### config.mk
export PLATFORM = sky130hd
export DESIGN_NAME = player_input_ctrl
export DESIGN_NICKNAME = d
export VERILOG_FILES = /design/src/rtl/player_input_ctrl.sv
export SDC_FILE = /design/constraint.sdc
export NUM_CORES = 1
export LEC_CHECK = 0
export BUFFER_PORTS_ARGS = -buffer_cell sky130_fd_sc_hd__buf_4
export CORE_MARGIN = 1
export CORE_UTILIZATION = 45
export CTS_BUF_LIST = sky130_fd_sc_hd__clkbuf_8
export DETAILED_ROUTE_END_ITERATION = 8
export GPL_TIMING_DRIVEN = 1
export SETUP_SLACK_MARGIN = 0.05
export SLEW_MARGIN = 20
export SYNTH_ARGS = -nofsm -noshare
export SYNTH_HDL_FRONTEND = slang
export SYNTH_SLANG_ARGS = --single-unit
export TNS_END_PERCENT = 10
### constraint.sdc
create_clock -name i_clk -period 2.7 [get_ports i_clk]
set_clock_uncertainty 0.1 [all_clocks]
set_input_delay 0.27 -clock i_clk [delete_from_list [all_inputs] [get_ports i_clk]]
set_output_delay 0.27 -clock i_clk [all_outputs]
set_load 0.03 [all_outputs]
### src/rtl/player_input_ctrl.sv
// player_input_ctrl
// Button front end for the player sprite path. Synchronizes and debounces
// the raw left/right/fire buttons, moves the player column at a fixed tick
// rate with clamping to the visible screen, and launches missiles by
// toggling a free slot bit in the missile toggle vector.
//
// Ports
//   i_clk            pixel clock
//   i_rst_n          asynchronous active-low reset
//   i_btn_left       raw button, high = pressed
//   i_btn_right      raw button, high = pressed
//   i_btn_fire       raw button, high = pressed
//   i_missle_busy    per-slot in-flight flags from the downstream stage
//   o_btn_col        registered player column
//   o_btn_missle_en  registered missile toggle vector, bits [7:3] are 0
//   o_fire_pulse     one-cycle strobe when a missile is launched
//
// Fire FSM
//   state   | meaning
//   IDLE    | waiting for debounced fire to rise
//   LAUNCH  | one cycle: pick lowest free slot, toggle it and strobe
//   RELEASE | waiting for debounced fire to fall (no auto-repeat)

module player_input_ctrl #(
    parameter int DEBOUNCE_CYCLES = 315000,
    parameter int MOVE_TICK       = 250000,
    parameter int STEP            = 2,
    parameter int COL_MIN         = 0,
    parameter int COL_MAX         = 624,
    parameter int COL_INIT        = 312
) (
    input  logic        i_clk,
    input  logic        i_rst_n,
    input  logic        i_btn_left,
    input  logic        i_btn_right,
    input  logic        i_btn_fire,
    input  logic [2:0]  i_missle_busy,
    output logic [11:0] o_btn_col,
    output logic [7:0]  o_btn_missle_en,
    output logic        o_fire_pulse
);

    localparam int DW = $clog2(DEBOUNCE_CYCLES + 1);
    localparam int TW = $clog2(MOVE_TICK + 1);

    localparam logic [DW-1:0] DEB_LAST  = DW'(DEBOUNCE_CYCLES - 1);
    localparam logic [TW-1:0] TICK_LAST = TW'(MOVE_TICK - 1);

    localparam logic [11:0] C_MIN      = 12'(COL_MIN);
    localparam logic [11:0] C_MAX      = 12'(COL_MAX);
    localparam logic [11:0] C_STEP     = 12'(STEP);
    localparam logic [11:0] C_INIT     = 12'(COL_INIT);
    localparam logic [11:0] C_LO_LIMIT = 12'(COL_MIN + STEP);
    localparam logic [11:0] C_HI_LIMIT = 12'(COL_MAX - STEP);

    typedef enum logic [1:0] {
        IDLE    = 2'd0,
        LAUNCH  = 2'd1,
        RELEASE = 2'd2
    } fire_state_t;

    // Button index: 0 = left, 1 = right, 2 = fire
    logic [2:0]    w_raw;
    logic [2:0]    r_sync1;
    logic [2:0]    r_sync2;
    logic [2:0]    r_deb;
    logic [DW-1:0] r_deb_cnt [3];

    logic [TW-1:0] r_tick_cnt;
    logic          w_tick;
    logic          w_move_left;
    logic          w_move_right;
    logic [11:0]   r_col;

    fire_state_t   r_state;
    fire_state_t   w_state_nxt;
    logic [2:0]    w_toggle;
    logic          w_fire;
    logic [2:0]    r_missle_en;
    logic          r_fire_pulse;

    assign w_raw = {i_btn_fire, i_btn_right, i_btn_left};

    // Two-flop synchronizer followed by a per-button stability counter.
    // The counter only runs while the synchronized level disagrees with
    // the accepted level, so any glitch shorter than the window resets it.
    always_ff @(posedge i_clk or negedge i_rst_n) begin
        if (!i_rst_n) begin
            r_sync1 <= '0;
            r_sync2 <= '0;
            r_deb   <= '0;
            for (int i = 0; i < 3; i++) begin
                r_deb_cnt[i] <= '0;
            end
        end else begin
            r_sync1 <= w_raw;
            r_sync2 <= r_sync1;
            for (int i = 0; i < 3; i++) begin
                if (r_sync2[i] != r_deb[i]) begin
                    if (r_deb_cnt[i] == DEB_LAST) begin
                        r_deb[i]     <= r_sync2[i];
                        r_deb_cnt[i] <= '0;
                    end else begin
                        r_deb_cnt[i] <= r_deb_cnt[i] + 1'b1;
                    end
                end else begin
                    r_deb_cnt[i] <= '0;
                end
            end
        end
    end

    assign w_tick       = (r_tick_cnt == TICK_LAST);
    assign w_move_left  = r_deb[0] & ~r_deb[1];
    assign w_move_right = r_deb[1] & ~r_deb[0];

    // Clamp is decided before the add/subtract so the 12-bit column can
    // never wrap below COL_MIN or overshoot COL_MAX.
    always_ff @(posedge i_clk or negedge i_rst_n) begin
        if (!i_rst_n) begin
            r_tick_cnt <= '0;
            r_col      <= C_INIT;
        end else begin
            r_tick_cnt <= w_tick ? '0 : r_tick_cnt + 1'b1;
            if (w_tick) begin
                if (w_move_left) begin
                    r_col <= (r_col < C_LO_LIMIT) ? C_MIN : r_col - C_STEP;
                end else if (w_move_right) begin
                    r_col <= (r_col > C_HI_LIMIT) ? C_MAX : r_col + C_STEP;
                end
            end
        end
    end

    always_ff @(posedge i_clk or negedge i_rst_n) begin
        if (!i_rst_n) begin
            r_state <= IDLE;
        end else begin
            r_state <= w_state_nxt;
        end
    end

    always_comb begin
        w_state_nxt = r_state;
        w_toggle    = 3'b000;
        w_fire      = 1'b0;
        case (r_state)
            IDLE: begin
                if (r_deb[2]) begin
                    w_state_nxt = LAUNCH;
                end
            end
            LAUNCH: begin
                w_state_nxt = RELEASE;
                // Lowest free slot wins; with all slots busy the shot is dropped.
                if (!i_missle_busy[0]) begin
                    w_toggle = 3'b001;
                end else if (!i_missle_busy[1]) begin
                    w_toggle = 3'b010;
                end else if (!i_missle_busy[2]) begin
                    w_toggle = 3'b100;
                end
                w_fire = |w_toggle;
            end
            RELEASE: begin
                if (!r_deb[2]) begin
                    w_state_nxt = IDLE;
                end
            end
            default: begin
                w_state_nxt = IDLE;
            end
        endcase
    end

    always_ff @(posedge i_clk or negedge i_rst_n) begin
        if (!i_rst_n) begin
            r_missle_en  <= '0;
            r_fire_pulse <= 1'b0;
        end else begin
            r_missle_en  <= r_missle_en ^ w_toggle;
            r_fire_pulse <= w_fire;
        end
    end

    assign o_btn_col       = r_col;
    assign o_btn_missle_en = {5'b00000, r_missle_en};
    assign o_fire_pulse    = r_fire_pulse;

endmodule

# Yosys cells after proc, flatten, opt, wreduce, memory -nomap -nowiden
# Cells that the tools add are included.
# totals
out_inout_bits	21
ff_bits	102
input_bits	8
# op_classes
bitwise_logic	5
order_cmp	2
n_mux	20
n_reduce_logical	8
n_addsub	6
eq_ne	11
# op_table
operator	n
19-bit 2-to-1 mux	6
19-bit by 1-bit adder with 19-bit output, second input constant	3
19-bit == test, second input constant	3
12-bit 2-to-1 mux	4
18-bit by 1-bit adder with 18-bit output, second input constant	1
18-bit == test, second input constant	1
18-bit 2-to-1 mux	1
3-bit 2-to-1 mux	5
12-bit by 2-bit adder with 12-bit output, second input constant	1
12-bit by 10-bit greater-than comparator with 1-bit output, second input constant	1
12-bit by 2-bit less-than comparator with 1-bit output, second input constant	1
12-bit by 2-bit subtractor with 12-bit output, second input constant	1
2-bit AND reduction	5
2-bit case mux with 3 select lines	1
2-bit 2-to-1 mux	2
2-bit != test, second input constant	2
1-bit != test	3
3-bit OR reduction	1
3-bit bitwise XOR	1
1-bit bitwise AND	2
2-bit by 1-bit == test with 1-bit output, second input constant	1
2-bit == test, second input constant	1
2-bit logical NOT	1
1-bit inverter	2
2 further kinds	2

# Longest topological paths before layout
# Gate-level depths: netlist (run 1).
# logic_depth
ltp_word	6
ltp_mapped	8

# Worst setup path before layout (run 1)
# Ideal clock, no wire load.
# synth_path
path_type	register -> register
from	register r_col[2] (netlist: o_btn_col[2])
to	register r_col[2] (netlist: o_btn_col[2])
synth_period_minus_slack_ns	2.359
path_stages_with_launch	6
slack_ns	0.341
t_required_ns	2.473
arrival_time_ns	2.132
setup_time_ns	0.127
n_path_buf	0
path_cell_list	dfrtp_1 -> or4_1 -> nor4_1 -> a21oi_1 -> a211oi_1 -> a21oi_1
# synth_between
elab_chain_len	4
elab_cells_between_ends	8
classes_between	add/sub: 2; order compare: 2; mux: 4
# synth_lines
item	line	source
start: declaration	73	logic [11:0] r_col;
start signal: assignment	127	r_col <= (r_col < C_LO_LIMIT) ? C_MIN : r_col - C_STEP;
start signal: assignment	129	r_col <= (r_col > C_HI_LIMIT) ? C_MAX : r_col + C_STEP;
12-bit by 2-bit adder with 12-bit output or 12-bit by 10-bit greater-than comparator with 1-bit output (tied branches)	129	
12-bit 2-to-1 mux	129	
12-bit 2-to-1 mux	128	end else if (w_move_right) begin
12-bit 2-to-1 mux *	126	if (w_move_left) begin
# Every way passes the cells marked *; elsewhere a longest branch is shown, timed or not. The select of a mux whose other input is x is not followed.
# A chain may end at the register's enable or synchronous reset.

# Worst setup path after layout (run 1)
# layout_path
from	register r_tick_cnt[10]
to	register r_col[7] (netlist: o_btn_col[7])
# layout_between
elab_chain_len	2
# layout_lines
item	line	source
start: declaration	69	logic [TW-1:0] r_tick_cnt;
start signal: assignment	124	r_tick_cnt <= w_tick ? '0 : r_tick_cnt + 1'b1;
18-bit == test	113	assign w_tick = (r_tick_cnt == TICK_LAST);
2-bit AND reduction (no line)	-	
# No other way between the ends.

==> flow_metrics.env, run 1 <==
export IMPL_outcome="finished, final reports clean"
export IMPL_timing_critical_path_fanout_max=17
export IMPL_hold_violations=0
export IMPL_synthesis_area_um2=5030
export IMPL_number_of_register_bits_inferred_by_synthesis=101
export IMPL_path_cells="or4_1 > or4_4 > or3_4 > o21ai_0 > o21ai_0"
export IMPL_chipHeight_um=108
export IMPL_worst_path_max_delay_cell="or4_1"
export IMPL_final_design_area_no_fill_um2=5660
export IMPL_maximum_root_to_sink_buffer_count=2
export IMPL_clock_fmax_ghz=0.426
export IMPL_worst_setup_path_start_kind="flip-flop"
export IMPL_number_of_antenna_violations_at_the_first_check_in_global_routing=0
export IMPL_grt_first_pass_wirelength_um=16600
export IMPL_max_cap_violations=0
export IMPL_place_port_buffers=22
export IMPL_cts_sink_count=101
export IMPL_pins_over_slew_limit=0
export IMPL_multi_input_area_um2=2340
export IMPL_core_region_area_um2=10800
export IMPL_placed_cell_area_um2=5370
export IMPL_route_vias_total=3711
export IMPL_max_stage_delay_ns=0.53
export IMPL_share_comb_of_total_power=0.040
export IMPL_seq_area_frac_synth=0.504
export IMPL_grt_remaining_overflow=0
export IMPL_power_share_switching=0.224
export IMPL_tritoncts="yes"
export IMPL_grt_pass1_vias=3664
export IMPL_vdd_ir_drop_worst_mv=0.310
export IMPL_rsz0062_at_grt="no"
export IMPL_hold_depth=3
export IMPL_sequential_cell_area_um2=2530
export IMPL_worstHoldStart="i_missle_busy[2]"
export IMPL_num_rows=38
export IMPL_critPathTopFamily="simple AND/OR/NAND/NOR gates"
export IMPL_initial_utilization=0.464
export IMPL_clock_insertion_delay_worst_skew_ns=0.37
export IMPL_layout_cells_most_common="dfrtp_1"
export IMPL_avgViaCountPerCell=5.33
export IMPL_drt_total_wl_um=9560
export IMPL_tightestPinTransition_ns=0.663
export IMPL_critical_path_required_ns=2.85
export IMPL_flow_area_growth_from_synthesis_pct=12.5
export IMPL_setup_worst_path_end_class="flip-flop"
export IMPL_drt_iter0_markers=257
export IMPL_worst_r2r_endpoint="o_btn_col[7]"
export IMPL_diodes=0
export IMPL_postSynth_asyncResetShare=1.00
export IMPL_final_period_utilization=0.870
export IMPL_ctsHtreeMaxLevel=3
export IMPL_setup_total_negative_slack_ns=0
export IMPL_critical_path_class="flip-flop to flip-flop"
export IMPL_worst_slew_margin_rel=0.555
export IMPL_timing_critical_path_buf_inv=0
export IMPL_syn_avg_cell_area_um2=9.73
export IMPL_drive_gt1_frac=0.110
export IMPL_cts_clk_slew_worst_paths_ns=0.09
export IMPL_synthesis_yosys_warnings=0
export IMPL_dieWidth_um=108
export IMPL_dieArea_um2=11600
export IMPL_grt_usage=0.180
export IMPL_r2r_slack_ns=0.35
export IMPL_avgRoutedWirePerCell_um=13.7
export IMPL_grt_max_degree=52
export IMPL_crit_path_frequent_cell="o21ai_0"
export IMPL_min_to="r_missle_en[2]"
export IMPL_synth_edff_count=0
export IMPL_fill_cells=963
export IMPL_p_seq_frac=0.568
export IMPL_power_static_leakage_uw=0.00249
export IMPL_drt_pass1_iterations=5
export IMPL_p_clk_frac=0.392
export IMPL_setup_viol=0
export IMPL_reg2reg_depth=5
export IMPL_yosysUniqueCellTypes=55
export IMPL_p_sw_uw=608
export IMPL_io_pins=29
export IMPL_nets=566
export IMPL_drt_drc_violations_left=0
export IMPL_cp_data_arrival_time_ns=2.50
export IMPL_layout_cells_most_common_list="dfrtp_1 (97), nor2_1 (90), xor2_1 (45), nand3_1 (37), nand2_1 (33)"
export IMPL_post_route_min_period_ns=2.35
export IMPL_power_density_nw_per_um2=480
export IMPL_detailedPlacementHpwl_um=6530
export IMPL_synth_flop_cell="dfrtp_1"
export IMPL_cts_buffers=9
export IMPL_power_report_internal_total_uw=2110
export IMPL_min_delay_path_class="input pin to flip-flop"
export IMPL_instance_count_of_the_mapped_netlist=517
export IMPL_cts_root_buffer="clkbuf_8"
export IMPL_timing_rr_start="r_tick_cnt[10]"
export IMPL_final_antenna_net_count=0
export IMPL_routabilityCongestion=0.805
registers in the layout, summed over array words and instances (netlist names):
name / flops
r_missle_en: 3
o_btn_col: 11
r_tick_cnt: 18
o_fire_pulse: 1
r_sync1: 3
r_deb: 3
r_deb_cnt: 57
r_sync2: 3
r_state: 2
Yosys cell counts (8+ instances only):
library cell	number	area share
dfrtp_1	97	0.48
nor2_1	90	0.067
xor2_1	45	0.078
nand3_1	37	0.037
nand2_1	33	0.025
xnor2_1	27	0.047
and3_1	16	0.020
nand4_1	16	0.020
o21ai_0	15	0.015
inv_1	14	0.010
nor3_1	14	0.014
clkbuf_1	8	0.0060
nand2b_1	8	0.010
tightest hold or removal path, stage by stage:
cell and delay, ns:
buf_4 0.09, nor3_1 0.05, xor2_1 0.11
timing repair:
action / CTS / global route
resized for setup: 0 / 1
setup buffers: 0 / 0
endpoints found under the setup margin: 0 / 2
hold buffers: 6 / 0
endpoints found under the hold margin: 52 / 0
cells by family (layout without fill, tap and decap cells):
| group | after synthesis | after routing | share of synthesized area |
|---|---|---|---|
| xor gates and xnor gates | 72 | 72 | 0.125 |
| muxes | 6 | 6 | 0.0127 |
| and+or+nand+nor | 248 | 248 | 0.243 |
| DFF | 101 | 101 | 0.504 |
| adders and majority gates | 7 | 7 | 0.0174 |
| other | 1 | 6 | 0.000746 |
| AOI/OAI and AO/OA | 47 | 47 | 0.0625 |
| buffers and inverters | 35 | 69 | 0.0348 |
stage by stage:
stage / utilization / hold WS (ns) / power, uW / setup slack, ns / std cells
2_1_floorplan: - / -0.126 / 1630 / 0.341 / 522
5_1_grt: 0.522 / 0.0832 / 2840 / 0.221 / 696
4_1_cts: 0.522 / 0.0650 / 2770 / 0.159 / 696
3_5_place_dp: 0.495 / 0.236 / 1680 / 0.171 / 674
6_report: 0.522 / 0.0865 / 2720 / 0.351 / 696
3_3_place_gp: 0.495 / 0.236 / 1680 / 0.193 / 674
power by group through the flow:
stage / logic (uW) / clock network [uW] / registers [uW]
6_report: 108 / 1070 / 1540
4_1_cts: 113 / 1120 / 1540
5_1_grt: 123 / 1170 / 1550
2_1_floorplan: 51.2 / 0 / 1580
3_3_place_gp: 104 / 0 / 1570
3_5_place_dp: 107 / 0 / 1570
layout make-up:
type                       instances  share of cell area
clock buffer                      10              0.0243
timing repair buffer              38              0.0575
clock inverter                     6              0.0155
multi-input combinational        386               0.414
tap                              140              0.0310
inverter                          15             0.00995
sequential                       101               0.447
how the worst max path moves through the flow:
stage,start,endpoint,slack [ns],depth (start not counted)
floorplan,o_btn_col[2],o_btn_col[2],0.34,5
global placement,r_tick_cnt[10],o_btn_col[6],0.19,5
detailed placement,r_tick_cnt[10],o_btn_col[6],0.17,5
CTS,r_tick_cnt[10],o_btn_col[7],0.16,5
global route,o_btn_col[1],o_btn_col[11],0.22,7
finish,r_tick_cnt[10],o_btn_col[7],0.35,5
layer usage:
metal | routed length (um) | vias up | track usage
li1 | - | 1834 | -
met1 | 4380 | 1797 | 0.229
met2 | 4690 | 73 | 0.302
met3 | 423 | 7 | 0.0502
met4 | 72 | 0 | 0.0440
met5 | 0 | - | 0
Note: power is estimated with default switching activity, not from simulation.
==> inputs of run 2 (changes only) <==
Settings changed: ABC_AREA set to 1.
==> run 2 against run 1 <==
Clock-buffer cell count stayed put. Critical path type unchanged. Clock power hardly changed. Non-clock buffer count is 8 lower. Synthesized cell count is 55% higher. Worst setup slack better by 0.47 ns. Cell area is 14% higher. Combinational power is 6% higher. Synthesized area is 16% higher. Sequential cell count stayed put.
==> flow_metrics.env, run 2 <==
export IMPL_most_numerous_cell_in_the_yosys_netlist="nand2_1"
export IMPL_share_comb_of_total_power=0.042
export IMPL_critical_path_required_ns=2.91
export IMPL_power_density_nw_per_um2=424
export IMPL_chipHeight_um=116
export IMPL_timing_critical_path_fanout_max=6
export IMPL_final_antenna_net_count=0
export IMPL_cts_root_buffer="clkbuf_8"
export IMPL_setup_viol=0
export IMPL_pins_over_slew_limit=0
export IMPL_dieWidth_um=116
export IMPL_path_cells="ha_1 > nand2_1 > nor2_2 > inv_1 > nor3_1 > nand3_1 > a21oi_1"
export IMPL_min_delay_path_class="input pin to flip-flop"
export IMPL_io_pins=29
export IMPL_cts_clk_slew_worst_paths_ns=0.09
export IMPL_critPathTopFamily="simple AND/OR/NAND/NOR gates"
export IMPL_instance_count_of_the_mapped_netlist=802
export IMPL_hold_depth=4
export IMPL_rsz0062_at_grt="no"
export IMPL_layout_cells_most_common="nand2_1"
export IMPL_core_region_area_um2=12600
export IMPL_diodes=0
export IMPL_r2r_slack_ns=0.82
export IMPL_grt_first_pass_wirelength_um=22000
export IMPL_final_period_utilization=0.695
export IMPL_initial_utilization=0.463
export IMPL_max_stage_delay_ns=0.44
export IMPL_number_of_antenna_violations_at_the_first_check_in_global_routing=0
export IMPL_grt_pass1_vias=4570
export IMPL_syn_avg_cell_area_um2=7.28
export IMPL_drt_pass1_iterations=5
export IMPL_grt_remaining_overflow=0
export IMPL_setup_total_negative_slack_ns=0
export IMPL_setup_worst_path_end_class="flip-flop"
export IMPL_worst_path_max_delay_cell="dfrtp_1"
export IMPL_clock_fmax_ghz=0.533
export IMPL_largest_register_ffs=57
export IMPL_yosysUniqueCellTypes=35
export IMPL_synth_edff_count=0
export IMPL_detailedPlacementHpwl_um=9650
export IMPL_place_port_buffers=22
export IMPL_power_report_internal_total_uw=2110
export IMPL_p_clk_frac=0.395
export IMPL_timing_critical_path_buf_inv=1
export IMPL_ctsHtreeMaxLevel=3
export IMPL_tritoncts="yes"
export IMPL_worst_setup_path_start_kind="flip-flop"
export IMPL_cts_sink_count=101
export IMPL_synth_top_area_cell="dfrtp_1"
export IMPL_max_cap_violations=0
export IMPL_avgViaCountPerCell=4.92
export IMPL_yosys_area_top_type_share=0.416
export IMPL_worst_r2r_endpoint="r_deb_cnt[52]"
export IMPL_synth_top_cells_by_count="nand2_1 (209), nor2_1 (142), inv_1 (99)"
export IMPL_synth_flop_cell="dfrtp_1"
export IMPL_number_of_register_bits_inferred_by_synthesis=101
export IMPL_seq_area_frac_synth=0.434
export IMPL_timing_rr_start="r_deb_cnt[38]"
export IMPL_synthTopCellsByArea="dfrtp_1 (42%), nand2_1 (13%), nor2_1 (9.1%)"
export IMPL_outcome="finished, final reports clean"
export IMPL_layout_core_utilization=0.512
export IMPL_drt_iter0_markers=426
export IMPL_avgRoutedWirePerCell_um=12.7
export IMPL_nets=851
export IMPL_route_vias_total=4982
export IMPL_power_share_switching=0.231
export IMPL_min_to="r_missle_en[0]"
export IMPL_post_cts_resize_count=0
export IMPL_critical_path_class="flip-flop to flip-flop"
export IMPL_drive_gt1_frac=0.0880
export IMPL_p_seq_frac=0.563
export IMPL_worstHoldStart="i_missle_busy[0]"
export IMPL_largest_register="r_deb_cnt"
export IMPL_synthesis_area_um2=5840
export IMPL_cp_data_arrival_time_ns=2.08
export IMPL_postSynth_asyncResetShare=1.00
export IMPL_grt_max_degree=50
export IMPL_routabilityCongestion=0.907
export IMPL_dieArea_um2=13400
export IMPL_post_route_min_period_ns=1.88
export IMPL_drt_total_wl_um=12900
export IMPL_flow_area_growth_from_synthesis_pct=10.6
export IMPL_num_rows=41
export IMPL_synthesis_yosys_warnings=0
export IMPL_layout_cells_most_common_list="nand2_1 (209), nor2_1 (142), inv_1 (100), dfrtp_1 (97), nand3_1 (56)"
export IMPL_maximum_root_to_sink_buffer_count=2
export IMPL_clock_insertion_delay_worst_skew_ns=0.38
export IMPL_reg2reg_depth=7
export IMPL_cts_buffers=9
export IMPL_vdd_ir_drop_worst_mv=0.325
export IMPL_p_sw_uw=633
export IMPL_drt_drc_violations_left=0
export IMPL_grt_usage=0.208
export IMPL_power_static_leakage_uw=0.00296
export IMPL_hold_violations=0
[run 2: cell count changes in the layout (fill, tap and decap cells not counted), sizes merged, moves of 16 or more]
| cell | change |
|---|---|
| nor2 | +64 |
| nor3 | +25 |
| inv | +91 |
| xnor2 | -21 |
| nand2 | +178 |
| a21oi | +19 |
| and3 | -16 |
| nand3 | +20 |
[run 2: through the flow]
step                      power [uW]  cell area, um^2  hold slack (ns)  cells  worst slack, ns
after global routing            2870             6460           0.0800   1013            0.624
after floorplan                 1630             5860           -0.126    807             1.02
after CTS                       2780             6460           0.0844   1013            0.851
after global placement          1690             6200            0.164    993            0.864
after detailed placement        1690             6200            0.167    993            0.853
final                           2740             6460           0.0948   1013            0.825
[run 2: cell type report]
cell class | count | area, um^2
flip-flops and latches | 101 | 2530
clock inverters | 6 | 85.1
inverters | 105 | 395
repair buffers | 30 | 248
clock buffers | 10 | 138
well taps | 172 | 215
multi-input cells | 589 | 2850
fillers | 1259 | 6160
[run 2: logic make-up after synthesis]
kind of cell / Yosys count / synth area share
AND/OR/NAND/NOR: 487 / 0.361
buffers and inverters: 117 / 0.0825
flip-flops: 101 / 0.434
AO/OA/AOI/OAI: 50 / 0.0493
XOR/XNOR: 39 / 0.0585
adder cells (fa/ha/maj): 7 / 0.0150
other: 1 / 0.000642
[run 2: power groups by stage]
stage	Sequential [uW]	Combinational (uW)	Clock (uW)
floorplan	1570	57.3	0
global placement	1570	113	0
detailed placement	1570	113	0
CTS	1540	119	1120
global route	1550	133	1190
finish	1540	115	1080
[run 2: worst max-delay path by stage]
stage,from,endpoint,slack (ns),cells past startpoint
2_1_floorplan,o_btn_col[1],o_btn_col[11],1.02,10
6_report,r_deb_cnt[38],r_deb_cnt[52],0.82,7
4_1_cts,r_deb_cnt[38],r_deb_cnt[52],0.85,7
5_1_grt,r_deb_cnt[38],r_deb_cnt[52],0.62,7
3_5_place_dp,r_deb_cnt[38],r_deb_cnt[52],0.85,7
3_3_place_gp,r_deb_cnt[38],r_deb_cnt[52],0.86,7
[run 2: layer usage]
metal,GRT usage,share of wire,wire length [um]
met1,0.287,0.50,6410
met5,0,0,0
met3,0.0460,0.033,419
met2,0.333,0.46,5940
met4,0.0470,0.0071,91
[run 2: timing repair]
action	in CTS	in global routing
buffers inserted	0	0
endpoints found under the hold margin	32	0
hold buffers	4	0
[run 2: worst min-delay path, stage by stage]
cell and delay [ns]:
buf_4 0.09, inv_1 0.04, nand2_1 0.07, xnor2_1 0.06
==> inputs of run 3 (changes only) <==
Clock period 2.7 ns to 1.9 ns, I/O delays scaled along.
==> run 3 against run 2 <==
Final cell count increased by 0.89%. Worst hold slack worse by 0.079 ns. Power rose by 34%. Clock-buffer cell count shrank 1. Sequential cell count unchanged. Clock power up 22%. Critical path type unchanged. Largest cell class unchanged. Highest routed layer unchanged.
==> flow_metrics.env, run 3 (same netlist as run 2, synthesis figures left out) <==
export IMPL_flow_area_growth_from_synthesis_pct=12.0
export IMPL_drive_gt1_frac=0.111
export IMPL_multi_input_area_um2=2890
export IMPL_grt_max_degree=54
export IMPL_cp_data_arrival_time_ns=1.92
export IMPL_post_route_min_period_ns=1.72
export IMPL_layout_cells_most_common_list="nand2_1 (208), nor2_1 (139), inv_1 (99), dfrtp_1 (93), nand3_1 (55)"
export IMPL_layout_cells_most_common="nand2_1"
export IMPL_largest_register_ffs=57
export IMPL_timing_critical_path_fanout_max=8
export IMPL_setup_worst_path_end_class="flip-flop"
export IMPL_setup_total_negative_slack_ns=0
export IMPL_rsz0062_at_grt="yes"
export IMPL_io_pins=29
export IMPL_critPathTopFamily="flip-flops"
export IMPL_outcome="finished, final reports clean"
export IMPL_sequential_cell_area_um2=2540
export IMPL_drt_iter0_markers=288
export IMPL_timing_critical_path_buf_inv=2
export IMPL_pins_over_slew_limit=0
export IMPL_dieWidth_um=116
export IMPL_cts_clk_slew_worst_paths_ns=0.11
export IMPL_drt_pass1_iterations=5
export IMPL_path_cells="ha_1 > nand2_1 > inv_1 > nand3_1 > nor2_2 > a21oi_4 > inv_2 > nor3_1"
export IMPL_critical_path_cell_count=8
export IMPL_place_port_buffers=22
export IMPL_grt_remaining_overflow=0
export IMPL_largest_register="r_deb_cnt"
export IMPL_vdd_ir_drop_worst_mv=0.609
export IMPL_power_static_leakage_uw=0.00299
export IMPL_clock_insertion_delay_worst_skew_ns=0.39
export IMPL_grt_pass1_vias=4689
export IMPL_diodes=0
export IMPL_routabilityCongestion=0.906
export IMPL_cts_setup_buffers=0
export IMPL_grt_usage=0.208
export IMPL_dieArea_um2=13400
export IMPL_number_of_antenna_violations_at_the_first_check_in_global_routing=0
export IMPL_critical_path_class="flip-flop to flip-flop"
export IMPL_max_cap_violations=0
export IMPL_p_total_uw=3680
export IMPL_final_antenna_net_count=0
export IMPL_core_region_area_um2=12600
export IMPL_grt_first_pass_wirelength_um=21900
export IMPL_route_vias_total=5072
export IMPL_nets=860
export IMPL_cts_root_buffer="clkbuf_8"
export IMPL_chipHeight_um=116
export IMPL_num_rows=41
export IMPL_reg2reg_depth=8
export IMPL_ctsHtreeMaxLevel=3
export IMPL_maximum_root_to_sink_buffer_count=2
export IMPL_tritoncts="yes"
export IMPL_fill_cells=1252
export IMPL_hold_violations=0
export IMPL_max_stage_delay_ns=0.46
export IMPL_cts_sink_count=101
export IMPL_worst_setup_path_start_kind="flip-flop"
export IMPL_cts_buffers=9
export IMPL_clock_fmax_ghz=0.583
export IMPL_setup_viol=0
export IMPL_avgRoutedWirePerCell_um=12.6
export IMPL_drt_drc_violations_left=0
export IMPL_hold_depth=3
export IMPL_avgViaCountPerCell=4.96
export IMPL_critical_path_required_ns=2.11
export IMPL_detailedPlacementHpwl_um=9520
export IMPL_worst_path_max_delay_cell="dfrtp_2"
export IMPL_drt_total_wl_um=12800
export IMPL_min_delay_path_class="input pin to flip-flop"
export IMPL_final_period_utilization=0.903
export IMPL_initial_utilization=0.463
export IMPL_power_density_nw_per_um2=562
==> run 3: through the flow <==
stage	util	setup WS [ns]	instances	hold slack, ns	instance area, um^2
after detailed placement	0.495	0.129	999	-0.000234	6240
after global placement	0.495	0.196	999	-0.00184	6240
final	0.519	0.185	1022	0.0161	6540
after CTS	0.514	0.104	1022	0.00478	6490
after floorplan	-	0.219	807	-0.206	5860
after global routing	0.519	0.0393	1022	0.00918	6540
==> run 3: report_power, final <==
part | leakage [uW] | internal, uW | switching (uW)
Combinational | 0.00154 | 52.9 | 116
Clock | 0.0000881 | 495 | 821
Sequential | 0.00135 | 2170 | 21.2
==> run 3: cell type report <==
| type | count | area share |
|---|---|---|
| multi-input cells | 589 | 0.442 |
| flip-flops and latches | 101 | 0.388 |
| inverters | 105 | 0.0604 |
| repair buffers | 39 | 0.0493 |
| well taps | 172 | 0.0329 |
| clock buffers | 9 | 0.0189 |
| clock inverters | 7 | 0.00880 |
==> run 3: timing repair <==
item	4_1_cts	5_1_grt
hold buffers	7	0
endpoints found under the setup margin	0	36
hold endpoints to repair	98	0
resized for setup	0	16
==> run 3: worst register-to-register path, cell delays in order (launching register included) <==
cell     delay [ns]
dfrtp_2        0.46
ha_1           0.25
nand2_1        0.11
inv_1          0.06
nand3_1        0.09
nor2_2         0.07
a21oi_4        0.23
inv_2          0.12
nor3_1         0.14
==> run 3: per-layer routing <==
metal / GRT usage / vias up / wire length [um]
met4: 0.0513 / 0 / 174
met3: 0.0486 / 14 / 457
met1: 0.292 / 2358 / 6400
met5: 0 / - / 0
met2: 0.323 / 98 / 5800
li1: - / 2602 / -
==> run 3: final timing paths <==
check                                 start             end  slack (ns)
max                           r_deb_cnt[38]   r_deb_cnt[44]        0.18
min                        i_missle_busy[2]  r_missle_en[2]        0.02
max reg2reg                   r_deb_cnt[38]   r_deb_cnt[44]        0.18
min reg2reg                      r_sync1[2]      r_sync2[2]        0.26
max in group asynchronous           i_rst_n   r_deb_cnt[36]        0.92
min in group asynchronous           i_rst_n    o_btn_col[9]        0.11
